## config.mk

```make
export PLATFORM = sky130hd
export DESIGN_NAME = full_subtractor_reg
export DESIGN_NICKNAME = d
export VERILOG_FILES = /design/src/rtl/full_subtractor_reg.sv
export SDC_FILE = /design/constraint.sdc
export NUM_CORES = 1
export LEC_CHECK = 0
export CORE_AREA = 3 3 40 42
export CTS_CLUSTER_DIAMETER = 150
export CTS_CLUSTER_SIZE = 24
export DETAILED_ROUTE_END_ITERATION = 6
export DIE_AREA = 0 0 43 45
export GPL_ROUTABILITY_DRIVEN = 0
export HOLD_SLACK_MARGIN = 0.08
export RECOVER_POWER = 100
export REMOVE_ABC_BUFFERS = 1
export SLEW_MARGIN = 20
export SYNTH_ARGS = -nofsm -noshare
export SYNTH_HDL_FRONTEND = slang
export SYNTH_SLANG_ARGS = --single-unit
```

## constraint.sdc

```tcl
create_clock -name clk -period 1.2 [get_ports clk]
set_input_delay 0.24 -clock clk [delete_from_list [all_inputs] [get_ports clk]]
set_output_delay 0.24 -clock clk [all_outputs]
set_load 0.02 [all_outputs]
```

## src/rtl/full_subtractor_reg.sv

```systemverilog
`default_nettype none
// ============================================================================
// Module   : full_subtractor_reg
// Brief    : Ripple-borrow WIDTH-bit subtractor (d = a - b - bin) with both
//            a combinational result and a 1-cycle registered result.
// Revision : 1.0 - initial release
// ============================================================================
module full_subtractor_reg #(
    parameter int WIDTH = 1
) (
    input  logic             clk,
    input  logic             rst_n,
    input  logic             in_valid,
    input  logic [WIDTH-1:0] a,
    input  logic [WIDTH-1:0] b,
    input  logic             bin,
    output logic [WIDTH-1:0] d_comb,
    output logic             bout_comb,
    output logic [WIDTH-1:0] d,
    output logic             bout,
    output logic             out_valid
);

    logic [WIDTH:0]   w_br;
    logic [WIDTH-1:0] w_diff;

    logic [WIDTH-1:0] r_d;
    logic             r_bout;
    logic             r_out_valid;

    assign w_br[0] = bin;

    // One full-subtractor cell per bit; borrow ripples from LSB to MSB.
    generate
        for (genvar gi = 0; gi < WIDTH; gi++) begin : g_cell
            assign w_diff[gi]  = a[gi] ^ b[gi] ^ w_br[gi];
            assign w_br[gi+1]  = (~a[gi] & b[gi]) | (~(a[gi] ^ b[gi]) & w_br[gi]);
        end
    endgenerate

    assign d_comb    = w_diff;
    assign bout_comb = w_br[WIDTH];

    // Reset has priority; without in_valid the result holds but the
    // qualifier drops so downstream sees each result exactly once.
    always_ff @(posedge clk) begin
        if (!rst_n) begin
            r_d         <= '0;
            r_bout      <= 1'b0;
            r_out_valid <= 1'b0;
        end else if (in_valid) begin
            r_d         <= w_diff;
            r_bout      <= w_br[WIDTH];
            r_out_valid <= 1'b1;
        end else begin
            r_out_valid <= 1'b0;
        end
    end

    assign d         = r_d;
    assign bout      = r_bout;
    assign out_valid = r_out_valid;

endmodule
`default_nettype wire

```

==> impl_metrics.csv <==
group,metric,value,unit
critical_path,cp.depth,4,
routing,dr_total_vias,128,
synth,synth_top_area_cell,"dfxtp_1",
critical_path,path_delay_family,"adder cells",
critical_path,path_max_fanout,2,
pwr,switching_power,99.6,uW
worst_hold_path,hold_path_class,"reg2reg",
critical_path,startpoint,"bin",
floorplanning,die_w,43,um
clocking,cts_sinks,3,
timing,fin_crit,1270,ps
critical_path,cp-endpoint,"d_comb",
critical_path,worst_setup_path_start_kind,"primary input",
synth,ys.flop_type,"dfxtp_1",
clocking,postCtsSetupRepairBufs,0,
cells_and_area,diodes,0,
pwr,ir_worst_vdd,0.676,mV
grt,grt_pass1_wl,462,um
timing,max_freq,788,MHz
routing,routed_wl,321,um
place,port_buffers,10,
synth,synth_cells,12,
critical_path,cpMaxStageDelayCell,"fa_2",
pwr,p_per_area,1350,nW/um2
cells_and_area,fillerInstances,143,
clocking,cts_hold_buffers,0,
pwr,p_int,282,uW
routing,vias_per_cell,3.05,
synth,avgSynthCellArea,10.7,um2
run_status,violations,"negative setup slack",
floorplanning,start_util,10.0,%
synth,synth_edf_count,0,
floorplanning,ios,11,
timing,max-slew-margin-rel,85.7,%
pwr,swShare,26.1,%
routing,first_iter_violations,3,
grt,track_usage,4.00,%
synth,synth_cell_type_count,8,
critical_path,r2r_end,"bout",
timing,slew_viol_final,0,
cells_and_area,drive_above_1_share,44.4,%
timing,worst_pin_slew,215,ps
clocking,cts_tree,"built",
clocking,cts_max_path_buffers,2,
synth,synth_top_cell_area_share,46.6,%
timing,finalSetupViolCount,1,
grt,grt_pass1_vias,116,
critical_path,worstSetupPathType,"in2out",
timing,fin_setup_tns,-69.5,ps
critical_path,r2r_start,"bout",
pwr,pwr-share-comb,24.0,%
floorplanning,die_h,45,um
critical_path,crit_arrival,1030,ps
critical_path,cp_common_cell,"buf_6",
place,dp_hpwl,243,um
synth,async_flop_share,0,%
clocking,cts.root.buffer_cell,"clkbuf_4",
grt,grt_max_degree,5,
timing,finalWorstSetupSlack,-69.5,ps
critical_path,max_stage_delay,570,ps
timing,fin_worst_hold_slack,484,ps
critical_path,crit_chain,"buf_6, inv_4, fa_2, buf_6",
cells_and_area,stdcell_area,283,um2
job,cap_violations,0,
routing,drtPass1Iterations,2,
floorplanning,core,1280,um2
timing,finalClockSkew,0,ps
critical_path,rr_worst_depth,1,
grt,grt-ovfl-total,0,
timing,fin_crit_sh,106,%
synth,synth-seq-cells,3,
synth,yosysSeqAreaShare,46.6,%
cells_and_area,syn_to_final_growth,119,%
cells_and_area,fin_nets,35,
critical_path,path_buf_inv,3,
timing,report.final.hold_viol_count,0,
timing,rsz0062_at_grt,"true",
routing,drcViolationCount,0,
clocking,clock_latency,230,ps
routing,wire_per_inst,7.64,um
place,place_area,255,um2
routing,ant_nets,0,
floorplanning,rows,13,
clocking,htree_levels,1,
synth,ys_top_cells_by_count,"3 x dfxtp_1, 3 x inv_1",
place,place_ws,-918,ps
synth,yosys-top-cells-area,"dfxtp_1 47%, fa_1 16%, inv_1 8.7%",
floorplanning,die_area,1940,um2
critical_path,required,960,ps
critical_path,reg2reg_slack,600,ps
critical_path,end_kind,"primary output",
pwr,leakagePower,0.000147,uW
synth,synth-warning-count,0,
pwr,p_clk_share,47.0,%
clocking,cts.clk_slew.worst_paths,40,ps
synth,syn_area,129,um2
grt,antenna_found_initial,0,
run_status,status,"finished, violations left",
clocking,cts-buffers-inserted,3,
pwr,seqPwrFrac,29.0,%
[routing by layer]
metal | vias up | track usage [%] | share of wire, %
li1 | 67 | - | -
met1 | 52 | 4.35 | 50
met2 | 9 | 3.59 | 34
met3 | 0 | 5.98 | 15
met4 | 0 | 1.81 | 0
met5 | - | 0 | 0
[layout by cell type (no fill, tap or decap)]
cell	Yosys	final
o211a_1	1	1
nand2_1	1	1
buf_4	0	1
inv_4	0	1
inv_1	3	2
and2_2	1	1
dfxtp_1	3	3
dlygate4sd3_1	0	1
clkbuf_1	0	1
buf_2	0	1
nor2b_1	1	1
mux2i_1	1	1
clkbuf_4	0	3
fa_2	0	1
clkdlybuf4s50_1	0	1
dlygate4sd2_1	0	3
buf_6	0	4
[flip-flops by register name, summed over array words and instances, names as in the netlist]
register	count
out_valid	1
bout	1
d	1
[per-stage QoR]
stage,util [%],power (uW),instances
final,22.0,382,42
after global placement,19.9,205,38
after detailed placement,19.9,206,38
after floorplan,-,153,12
after global routing,22.0,418,42
after CTS,21.3,392,42
[area by class of cell]
cell class                      count  area [um2]  share of cell area (%)
Timing Repair Buffer               11         104                    36.7
Sequential cell                     3        60.1                    21.2
Multi-Input combinational cell      6        60.1                    21.2
Clock buffer                        4        26.3                    9.29
Tap cell                           15        18.8                    6.64
Inverter                            3        13.8                    4.87
[how the worst min path moves through the flow]
stage,startpoint,end,slack [ps],cells after the start
after global routing,a,d,500,4
after CTS,bout,bout,480,1
after detailed placement,bout,bout,470,1
after floorplan,rst_n,d,370,1
after global placement,bout,bout,460,1
final,bout,bout,480,1
[what timing repair did]
item,CTS,global route
gates resized for setup,28,3
pin swaps,1,1
endpoints found under the setup margin,7,1
cloned,0,0
[power by group through the flow]
stage          Combinational [uW]  Sequential [uW]  Clock (uW)
2_1_floorplan                31.5              122           0
3_3_place_gp                 93.3              112           0
3_5_place_dp                 94.0              112           0
4_1_cts                      91.9              111         190
5_1_grt                      98.4              111         208
6_report                     91.8              111         179
[logic make-up (layout without fill, tap and decap cells)]
| group | count (synthesis) | after routing | synth area share, % |
|---|---|---|---|
| flops | 3 | 3 | 46.6 |
| simple gates | 3 | 3 | 13.6 |
| fa+ha+maj | 1 | 1 | 15.5 |
| mux | 1 | 1 | 7.77 |
| buf+inv | 3 | 18 | 8.74 |
| compound gates | 1 | 1 | 7.77 |
Note: power is estimated with default switching activity, not from simulation.
